===== config.mk =====
export PLATFORM = sky130hd
export DESIGN_NAME = input_debouncer
export DESIGN_NICKNAME = d
export VERILOG_FILES = /design/src/rtl/gates_pkg.sv /design/src/rtl/debounce_channel.sv /design/src/rtl/input_debouncer.sv
export SDC_FILE = /design/constraint.sdc
export NUM_CORES = 1
export LEC_CHECK = 0
export CAP_MARGIN = 20
export CORE_ASPECT_RATIO = 0.5
export CORE_UTILIZATION = 35
export CTS_CLUSTER_SIZE = 28
export DETAILED_ROUTE_END_ITERATION = 16
export DONT_BUFFER_PORTS = 1
export GPL_TIMING_DRIVEN = 1
export SETUP_SLACK_MARGIN = 0.15
export SYNTH_ARGS = -nofsm -noshare
export SYNTH_HDL_FRONTEND = slang
export SYNTH_HIERARCHICAL = 1
export SYNTH_SLANG_ARGS = --single-unit

===== constraint.sdc =====
create_clock -name clk -period 1.7 [get_ports clk]
set_input_delay 0.425 -clock clk [delete_from_list [all_inputs] [get_ports clk]]
set_output_delay 0.425 -clock clk [all_outputs]
set_load 0.02 [all_outputs]

===== src/rtl/gates_pkg.sv =====
// gates_pkg: constants and helpers shared by the gate-driving front-end blocks.
// Used by debounce_channel and input_debouncer. The optional edge-pulse
// outputs of those blocks are enabled by defining DEBOUNCE_PULSE_EN.
package gates_pkg;

    // 10 ms of settling time at a 100 MHz system clock.
    localparam int DEBOUNCE_DEFAULT_CYCLES = 1000000;

    // Width needed for a counter that runs from 0 up to count-1.
    // Equivalent to $clog2(count), but never returns less than 1 so a
    // degenerate count of 1 still yields a legal one-bit register.
    function automatic int counter_width(input int count);
        int width;
        width = 1;
        while ((64'd1 << width) < 64'(count)) begin
            width = width + 1;
        end
        return width;
    endfunction

endpackage


===== src/rtl/debounce_channel.sv =====
// debounce_channel: one channel of the input debouncer.
// A raw asynchronous input passes through a 2-flop synchronizer. A new
// level is accepted onto dout only after the synchronized value has differed
// from dout for STABLE_CYCLES consecutive clocks. Any sample that agrees with
// dout restarts the count, so bounces shorter than that never get through.
// With DEBOUNCE_PULSE_EN defined, registered one-cycle rise/fall pulses
// accompany each accepted change of dout.
import gates_pkg::*;

module debounce_channel #(
    parameter int STABLE_CYCLES = DEBOUNCE_DEFAULT_CYCLES
) (
    input  logic clk,
    input  logic rst,
    input  logic din,
    output logic dout
`ifdef DEBOUNCE_PULSE_EN
    ,
    output logic rise,
    output logic fall
`endif
);

    localparam int CNT_W = counter_width(STABLE_CYCLES);
    localparam logic [CNT_W-1:0] CNT_LAST = CNT_W'(STABLE_CYCLES - 1);

    logic             sync0;
    logic             sync1;
    logic [CNT_W-1:0] cnt;
    logic             differs;
    logic             accept;

    // The synchronized level disagrees with dout; on the last counted cycle
    // that disagreement is accepted as the new level.
    assign differs = (sync1 != dout);
    assign accept  = differs && (cnt == CNT_LAST);

    // Two-flop synchronizer bringing the asynchronous input into the clk domain.
    always_ff @(posedge clk) begin
        if (rst) begin
            sync0 <= 1'b0;
            sync1 <= 1'b0;
        end else begin
            sync0 <= din;
            sync1 <= sync0;
        end
    end

    // Stability counter and accepted output level; the count never wraps.
    always_ff @(posedge clk) begin
        if (rst) begin
            cnt  <= '0;
            dout <= 1'b0;
        end else if (!differs) begin
            cnt  <= '0;
        end else if (accept) begin
            cnt  <= '0;
            dout <= sync1;
        end else begin
            cnt  <= cnt + CNT_W'(1);
        end
    end

`ifdef DEBOUNCE_PULSE_EN
    // Edge pulses registered on the same edge that changes dout.
    always_ff @(posedge clk) begin
        if (rst) begin
            rise <= 1'b0;
            fall <= 1'b0;
        end else begin
            rise <= accept &&  sync1;
            fall <= accept && !sync1;
        end
    end
`endif

endmodule


===== src/rtl/input_debouncer.sv =====
// input_debouncer: WIDTH independent debounced inputs feeding the gate
// modules (dout[0] drives A, dout[1] drives B). Each bit is handled by its
// own debounce_channel, so channels that change together still produce
// their own pulses. Define DEBOUNCE_PULSE_EN to add the rise/fall ports;
// dout timing is identical with or without them.
import gates_pkg::*;

module input_debouncer #(
    parameter int WIDTH         = 2,
    parameter int STABLE_CYCLES = DEBOUNCE_DEFAULT_CYCLES
) (
    input  logic             clk,
    input  logic             rst,
    input  logic [WIDTH-1:0] din,
    output logic [WIDTH-1:0] dout
`ifdef DEBOUNCE_PULSE_EN
    ,
    output logic [WIDTH-1:0] rise,
    output logic [WIDTH-1:0] fall
`endif
);

    // One self-contained debounce channel per input bit.
    for (genvar i = 0; i < WIDTH; i++) begin : g_channel
        debounce_channel #(
            .STABLE_CYCLES(STABLE_CYCLES)
        ) u_channel (
            .clk (clk),
            .rst (rst),
            .din (din[i]),
            .dout(dout[i])
`ifdef DEBOUNCE_PULSE_EN
            ,
            .rise(rise[i]),
            .fall(fall[i])
`endif
        );
    end

endmodule


==> flow_summary_export.csv, run 1 <==
group,metric,value,unit
global_routing,grt_pass1_vias,1473,
synthesis,synth_top_cell_by_area,"dfxtp_1",
clock_network,root_buffer,"clkbuf_16",
timing,rsz0062_at_grt,"false",
drt,drt_wl_total,3820,µm
synthesis,synthCells,228,
drt,drtAntennaViolNets,0,
clock_network,cts.sinks,46,
final_layout,diodes,0,
floorplanning,pin_count,6,
timing,maxSlewViolCount,0,
clock_network,clk_pin_slew,0.07,ns
worst_setup_path,crit_type,"register to register",
drt,drc,0,
clock_network,clockBufferDepth,2,
worst_setup_path,critPathArrivalTime,1.72,ns
clock_network,cts_tree,"done",
synthesis,synth_commonest_cells,"dfxtp_1 (46), nor2_1 (46), xnor2_1 (28), nor3_1 (12)",
synthesis,synth_top_cell_area_share,43.3,%
timing,fmax,0.668,GHz
floorplanning,core,5660,µm²
floorplanning,die_y,57.1,µm
synthesis,synth_area,2120,µm²
timing,maxSlewHeadroom,76.9,%
worst_setup_path,cp-start-kind,"register",
timing,setup_violations,0,
worst_setup_path,crit_fanout,3,
synthesis,synthTopCellsByArea,"dfxtp_1 (43%), xnor2_1 (12%), nor2_1 (8.1%)",
floorplanning,initial_core_util,37.5,%
timing,finalHoldViolations,0,
timing,worst_pin_slew,0.345,ns
placed_design,port_buffers,0,
pwr,power_density,798,nW/µm²
global_routing,grt_max_degree,18,
worst_setup_path,crit_path_max_incr_delay,0.53,ns
min_path,hp-class,"input port to register",
final_layout,layout.nets,252,
final_layout,layout-drive-gt1-share,24.3,%
drt,drtIter0Drc,56,
placed_design,place.detailed.hpwl,2460,µm
timing,setup_tns,0,ns
floorplanning,die_area,6400,µm²
timing,fin_crit_sh,88.1,%
flow_run,drv_cap,0,
pwr,ir_drop,0.000401,V
run_status,status,"complete, no violations",
synthesis,ys.flop_type,"dfxtp_1",
synthesis,avgSynthCellArea,9.32,µm²
drt,wl_per_cell,11.9,µm
placed_design,routabilityCongestion,0.736,
floorplanning,fp.dieW,112,µm
global_routing,track_usage,12.2,%
worst_setup_path,worstPathRequired,1.92,ns
synthesis,ys_ff_latch,46,
global_routing,grt_pass1_wl,6410,µm
synthesis,async_flop_share,0,%
final_layout,fin_util,45.7,%
clock_network,htreeDepth,2,
worst_setup_path,crit_slowest_cell,"or4b_1",
drt,viasPerCell,5.02,
global_routing,grt-ovfl-total,0,
final_layout,syn_to_final_growth,21.8,%
global_routing,antenna_found_initial,0,
clock_network,insertion_delay,0.29,ns
worst_setup_path,worstPathCellList,"ha_4 > and3_4 > nand4_4 > or4b_1 > o21ai_1",
clock_network,cts_buffers,5,
drt,firstDrtPassIters,4,
drt,vias,1606,
worst_setup_path,crit_path_end_kind,"register",
synthesis,synthDistinctLibCells,28,
synthesis,ys_seq_area_share,43.3,%
synthesis,ys_warn_count,6,
timing,skew,0.00800,ns
floorplanning,rows,19,
timing,period_minus_slack,1.50,ns
synthesis,synth_nets,234,
pwr,p_leak,0.844,nW
synthesis,synth_enable_flop_cells,0,
-- placed cells by master, fill, tap and decap left out, types with 2 or more instances in the layout --
cell	instances
nor3b_2	2
and3_1	5
inv_1	10
a21oi_1	2
ha_4	2
nand2_2	2
nor4_2	4
o21ai_2	2
dfxtp_1	37
dfxtp_2	8
and3_4	2
xnor2_1	28
nor4_4	4
buf_4	11
o221ai_1	4
nor4_1	4
nand2b_1	2
a31o_2	2
nand4_1	8
nor4b_2	4
clkbuf_16	5
nor2b_1	4
nand4_4	4
or4b_1	2
xor2_1	4
nand3_1	9
nand2_1	6
nor3_1	12
buf_12	2
nor2_1	46
and2_1	2
-- report_power, final --
part           total [mW]  switching (mW)  internal (mW)
registers            1.09         0.00350           1.08
clock network       0.956           0.412          0.544
logic              0.0237          0.0115         0.0121
-- state kept, by name, summed over array words and instances (netlist names) --
| register | count |
|---|---|
| g_channel.u_channel/dout | 2 |
| g_channel.u_channel/sync1 | 2 |
| g_channel.u_channel/cnt | 40 |
| g_channel.u_channel/sync0 | 2 |
-- layer usage --
metal,GRT usage (%),part of all wire [%]
met5,0,0
met4,2.86,1.2
met3,2.87,2.4
met2,22.4,49
met1,14.7,47
-- layout make-up --
| class | instances | area, µm² |
|---|---|---|
| multi-input cells | 170 | 1250 |
| inverters | 10 | 37.5 |
| fillers | 526 | 3070 |
| clock buffers | 5 | 125 |
| flip-flops and latches | 46 | 935 |
| repair buffers | 13 | 123 |
| clock inverters | 3 | 21.3 |
| well taps | 73 | 91.3 |
-- logic make-up (layout without fill, tap and decap cells) --
family | Yosys count | in the layout | share of synthesized area, %
AND/OR/NAND/NOR | 124 | 124 | 35.6
AO/OA/AOI/OAI | 12 | 12 | 4.24
buffers and inverters | 12 | 31 | 2.47
flip-flops | 46 | 46 | 43.3
adder cells (fa/ha/maj) | 2 | 2 | 1.18
XOR/XNOR | 32 | 32 | 13.2
-- worst max-delay path: cells and delay by family, from the launching register on --
kind | cells | cell delay (ns)
AOI/OAI and AO/OA | 1 | 0.09
DFF | 1 | 0.37
adders and majority gates | 1 | 0.16
and+or+nand+nor | 3 | 0.82
-- worst paths after layout --
kind	startpoint	end	slack, ns	cells past startpoint
max	g_channel[0].u_channel/cnt[1]	g_channel[0].u_channel/dout	0.20	5
min	rst	g_channel[0].u_channel/sync1	0.20	1
max reg2reg	g_channel[0].u_channel/cnt[1]	g_channel[0].u_channel/dout	0.20	5
min reg2reg	g_channel[0].u_channel/sync0	g_channel[0].u_channel/sync1	0.44	1
-- stage by stage --
step | instances | worst slack [ns] | instance area (µm²) | hold slack, ns | power, mW
global route | 320 | 0.124 | 2590 | 0.193 | 2.15
detailed placement | 302 | 0.0613 | 2250 | 0.429 | 1.13
CTS | 310 | 0.141 | 2430 | 0.199 | 2.08
finish | 320 | 0.203 | 2590 | 0.199 | 2.07
global placement | 302 | 0.117 | 2250 | 0.421 | 1.13
floorplan | 228 | 0.161 | 2120 | 0.414 | 1.12
-- repair_timing --
item,CTS,global route
cloned,0,0
hold endpoints to repair,0,0
setup endpoints to repair,9,12
pin swaps,0,10
buffers inserted,0,10
hold buffers,0,0
resized for setup,9,20
Power figures use the tool's default switching activity.
==> run 2: changes to the inputs <==
--- a/config.mk
+++ b/config.mk
@@ -12,6 +12,7 @@
 export DETAILED_ROUTE_END_ITERATION = 16
 export DONT_BUFFER_PORTS = 1
 export GPL_TIMING_DRIVEN = 1
+export PLACE_DENSITY = 0.55
 export SETUP_SLACK_MARGIN = 0.15
 export SYNTH_ARGS = -nofsm -noshare
 export SYNTH_HDL_FRONTEND = slang
==> run 2 against run 1 <==
Sequential power about the same; flip-flop and latch count did not move; critical path depth is the same; worst hold slack better by 0.0053 ns; maximum frequency up 0.20%; largest cell class unchanged; highest routed layer unchanged.
==> flow_summary_export.csv, run 2 (synthesis results as in run 1) <==
group,metric,value,unit
timing,fin_crit_sh,87.9,%
timing,maxSlewHeadroom,75.8,%
timing,worst_hold_slack,0.204,ns
global_routing,grt-ovfl-total,0,
clock_network,cts.sinks,46,
drt,drtIter0Drc,33,
drt,drtAntennaViolNets,0,
timing,skew,0.00782,ns
min_path,hp-class,"input port to register",
clock_network,root_buffer,"clkbuf_16",
drt,wl_per_cell,11.9,µm
timing,period_minus_slack,1.49,ns
timing,worst_pin_slew,0.359,ns
global_routing,antenna_found_initial,0,
floorplanning,die_y,57.1,µm
final_layout,largest_reg_flops,40,
final_layout,final_cell_mix,"nor2_1 (46), dfxtp_1 (37), xnor2_1 (28), nor3_1 (12), buf_4 (12)",
placed_design,routabilityCongestion,0.728,
run_status,status,"complete, no violations",
drt,drt_wl_total,3800,µm
global_routing,grtUsageMet3,3.51,%
timing,finalHoldViolations,0,
global_routing,track_usage,12.4,%
flow_run,drv_cap,0,
clock_network,htreeDepth,2,
worst_setup_path,cp-start-kind,"register",
drt,viasPerCell,4.95,
global_routing,grt_pass1_wl,6260,µm
clock_network,clk_pin_slew,0.06,ns
floorplanning,fp.dieW,112,µm
final_layout,finalNonFillerCells,319,
final_layout,fin_util,46.0,%
placed_design,place.detailed.hpwl,2510,µm
timing,fmax,0.669,GHz
drt,firstDrtPassIters,4,
worst_setup_path,critPathArrivalTime,1.71,ns
timing,rsz0062_at_grt,"false",
global_routing,grt.busiest_layer,"met2",
global_routing,met2_usage,21.5,%
worst_setup_path,crit_slowest_cell,"or4b_1",
placed_design,pre_cts_ws,0.0657,ns
clock_network,cts_buffers,5,
worst_setup_path,r2r_start,"g_channel[0].u_channel/cnt[0]",
pwr,total_power,2.21,mW
global_routing,grt_max_degree,18,
worst_setup_path,startpoint,"g_channel[0].u_channel/cnt[0]",
floorplanning,core,5660,µm²
worst_setup_path,crit_path_end_kind,"register",
clock_network,cts_hold_buf,0,
drt,drc,0,
floorplanning,pin_count,6,
floorplanning,die_area,6400,µm²
worst_setup_path,crit_path_max_incr_delay,0.47,ns
timing,maxSlewViolCount,0,
placed_design,placed_cell_area,2250,µm²
final_layout,largest_register,"g_channel.u_channel/cnt",
pwr,power_density,848,nW/µm²
final_layout,layout_commonest_cell,"nor2_1",
worst_setup_path,crit_fanout,5,
global_routing,grt_pass1_vias,1458,
final_layout,layout-drive-gt1-share,23.6,%
timing,setup_violations,0,
timing,setup_ws,0.206,ns
worst_setup_path,worstPathCellList,"ha_4 > and3_4 > nand4_4 > or4b_1 > o21ai_0",
worst_setup_path,crit_type,"register to register",
floorplanning,rows,19,
placed_design,port_buffers,0,
drt,vias,1580,
pwr,ir_drop,0.000350,V
final_layout,syn_to_final_growth,22.6,%
placed_design,placedCellCount,304,
clock_network,cts_tree,"done",
clock_network,clockBufferDepth,2,
clock_network,insertion_delay,0.28,ns
min_path,worstHoldStart,"rst",
worst_setup_path,worstPathRequired,1.91,ns
final_layout,layout.nets,252,
timing,setup_tns,0,ns
global_routing,grt_use_met1,14.4,%
pwr,p_leak,0.849,nW
floorplanning,initial_core_util,37.5,%
final_layout,diodes,0,
final_layout,stdcell_area,2600,µm²
[run 2: cell types whose count changed in the layout (fill, tap and decap cells not counted), sizes merged]
cell,change
clkbuf,+1
clkinvlp,-1
bufinv,+1
clkinv,-2
[run 2: final cells by class]
type	instances	area [µm²]
fill	539	3050
timing repair buffer	13	110
tap	73	91.3
inverter	10	37.5
sequential	46	940
clock buffer	6	139
clock inverter	1	30.0
multi-input combinational	170	1260
[run 2: layer usage]
| layer | up-vias | part of all wire [%] |
|---|---|---|
| met5 | - | 0 |
| met4 | 0 | 1.2 |
| met3 | 5 | 1.8 |
| met2 | 7 | 48 |
| met1 | 734 | 48 |
| li1 | 834 | - |
[run 2: report_power, final]
group          internal (mW)  switching, mW  total, mW
Clock                  0.725          0.378       1.10
Combinational         0.0112         0.0112     0.0224
Sequential              1.08        0.00324       1.08
[run 2: path summary, 6_finish.rpt]
| path | end | slack, ns | cells past startpoint |
|---|---|---|---|
| setup / recovery | g_channel[0].u_channel/dout | 0.21 | 5 |
| hold / removal | g_channel[0].u_channel/sync1 | 0.20 | 1 |
| setup reg to reg | g_channel[0].u_channel/dout | 0.21 | 5 |
| hold reg to reg | g_channel[0].u_channel/sync1 | 0.43 | 1 |
[run 2: what timing repair did]
action	in CTS	in global routing
resized for setup	6	25
buffers inserted	0	8
pin swaps	0	10
cloned	0	0
endpoints found under the hold margin	0	0
endpoints found under the setup margin	10	25
[run 2: critical path, delay by kind of cell, from the launching register on]
kind | cells | cell delay (ns)
adder cells (fa/ha/maj) | 1 | 0.15
flip-flops | 1 | 0.37
AO/OA/AOI/OAI | 1 | 0.08
AND/OR/NAND/NOR | 3 | 0.82
==> run 3: changes to the inputs <==
--- a/config.mk
+++ b/config.mk
@@ -6,7 +6,7 @@
 export NUM_CORES = 1
 export LEC_CHECK = 0
 export CAP_MARGIN = 20
-export CORE_ASPECT_RATIO = 0.5
+export CORE_ASPECT_RATIO = 0.75
 export CORE_UTILIZATION = 35
 export CTS_CLUSTER_SIZE = 28
 export DETAILED_ROUTE_END_ITERATION = 16
==> run 3 against run 2 <==
Worst setup slack got worse by 0.011 ns; sequential power about the same; wire length up 6.8%; first-iteration DRC count increased to 3.5 times the previous value; sequential share of layout area grew 0.63 points; critical path type unchanged; critical endpoint unchanged; largest power group is now registers; highest routed layer unchanged.
==> flow_summary_export.csv, run 3 (synthesis results as in run 1) <==
group,metric,value,unit
floorplanning,die_y,69.5,µm
clock_network,insertion_delay,0.29,ns
clock_network,cts_hold_buf,0,
clock_network,root_buffer,"clkbuf_8",
timing,worst_pin_slew,0.331,ns
final_layout,largest_register,"g_channel.u_channel/cnt",
pwr,p_leak,0.823,nW
worst_setup_path,critPathArrivalTime,1.73,ns
drt,drtIter0Drc,114,
worst_setup_path,crit_fanout,4,
timing,skew,0.00917,ns
drt,vias,1582,
timing,fin_crit_sh,88.6,%
placed_design,port_buffers,0,
floorplanning,fp.dieW,92.0,µm
global_routing,track_usage,13.0,%
worst_setup_path,crit_path_end_kind,"register",
worst_setup_path,cp-start-kind,"register",
global_routing,grt_pass1_wl,6620,µm
timing,setup_tns,0,ns
global_routing,grtUsageMet3,3.40,%
placed_design,place.detailed.hpwl,2580,µm
floorplanning,die_area,6390,µm²
clock_network,cts.sinks,46,
placed_design,routabilityCongestion,0.763,
clock_network,htreeDepth,2,
clock_network,clockBufferDepth,2,
timing,setup_violations,0,
pwr,total_power,1.75,mW
timing,rsz0062_at_grt,"true",
timing,maxSlewViolCount,0,
drt,firstDrtPassIters,4,
clock_network,cts_tree,"done",
floorplanning,pin_count,6,
run_status,status,"complete, no violations",
final_layout,layout_commonest_cell,"nor2_1",
worst_setup_path,worstPathRequired,1.93,ns
pwr,ir_drop,0.000582,V
final_layout,layout-drive-gt1-share,27.1,%
clock_network,cts_buffers,5,
timing,fmax,0.664,GHz
timing,finalHoldViolations,0,
global_routing,grt-ovfl-total,0,
drt,viasPerCell,4.87,
global_routing,grt_pass1_vias,1405,
final_layout,largest_reg_flops,40,
floorplanning,core,5830,µm²
clock_network,clk_pin_slew,0.09,ns
timing,maxSlewHeadroom,77.8,%
min_path,hp-class,"input port to register",
global_routing,met2_usage,18.3,%
drt,drt_wl_total,4060,µm
timing,period_minus_slack,1.51,ns
drt,wl_per_cell,12.5,µm
final_layout,layout.nets,252,
final_layout,diodes,0,
drt,drc,0,
pwr,power_density,682,nW/µm²
global_routing,antenna_found_initial,0,
final_layout,final_cell_mix,"nor2_1 (46), dfxtp_1 (31), xnor2_1 (28), dfxtp_2 (13), nor3_1 (12)",
global_routing,grt_max_degree,18,
drt,drtAntennaViolNets,0,
floorplanning,rows,24,
flow_run,drv_cap,0,
global_routing,grt.busiest_layer,"met1",
floorplanning,initial_core_util,36.5,%
final_layout,syn_to_final_growth,21.1,%
worst_setup_path,crit_type,"register to register",
global_routing,grt_use_met1,19.6,%
-- run 3: worst max-delay path, cell delays in order (launching register included) --
cell and delay, ns:
dfxtp_2 0.37, ha_4 0.15, and3_4 0.21, nand4_4 0.09
or4b_1 0.54, o21ai_1 0.08
-- run 3: layout make-up --
| type | count | area [µm²] |
|---|---|---|
| clock buffers | 6 | 72.6 |
| clock inverters | 2 | 13.8 |
| fillers | 575 | 3250 |
| inverters | 10 | 37.5 |
| multi-input cells | 170 | 1280 |
| flip-flops and latches | 46 | 945 |
| well taps | 78 | 97.6 |
| repair buffers | 13 | 123 |
-- run 3: repair_timing --
| action | in CTS | in global routing |
|---|---|---|
| resized for setup | 14 | 27 |
| hold endpoints to repair | 0 | 0 |
| endpoints found under the setup margin | 16 | 18 |
| setup buffers | 0 | 8 |
| pin swaps | 0 | 12 |
-- run 3: stage by stage --
step	cells	instance area [µm²]	setup slack, ns	hold slack (ns)	util (%)
after global routing	325	2570	0.135	0.170	44.2
after CTS	317	2420	0.129	0.180	41.5
after global placement	309	2270	0.111	0.417	39.0
after floorplan	228	2120	0.161	0.414	-
after detailed placement	309	2270	0.0721	0.422	39.0
final	325	2570	0.194	0.190	44.2
-- run 3: worst paths after layout --
check,slack (ns),cells past startpoint,end,startpoint
setup reg to reg,0.19,5,g_channel[0].u_channel/dout,g_channel[0].u_channel/cnt[1]
hold / removal,0.19,1,g_channel[1].u_channel/sync0,rst
hold reg to reg,0.44,1,g_channel[1].u_channel/sync1,g_channel[1].u_channel/sync0
setup / recovery,0.19,5,g_channel[0].u_channel/dout,g_channel[0].u_channel/cnt[1]
-- run 3: per-layer routing --
layer  part of all wire [%]  vias up
met5                      0        -
met4                   0.89        0
met3                    2.7        5
met2                     42       11
met1                     54      732
li1                       -      834
-- run 3: power by group --
part | internal, mW | switching, mW
clock network | 0.291 | 0.358
registers | 1.08 | 0.00330
logic | 0.0112 | 0.0111
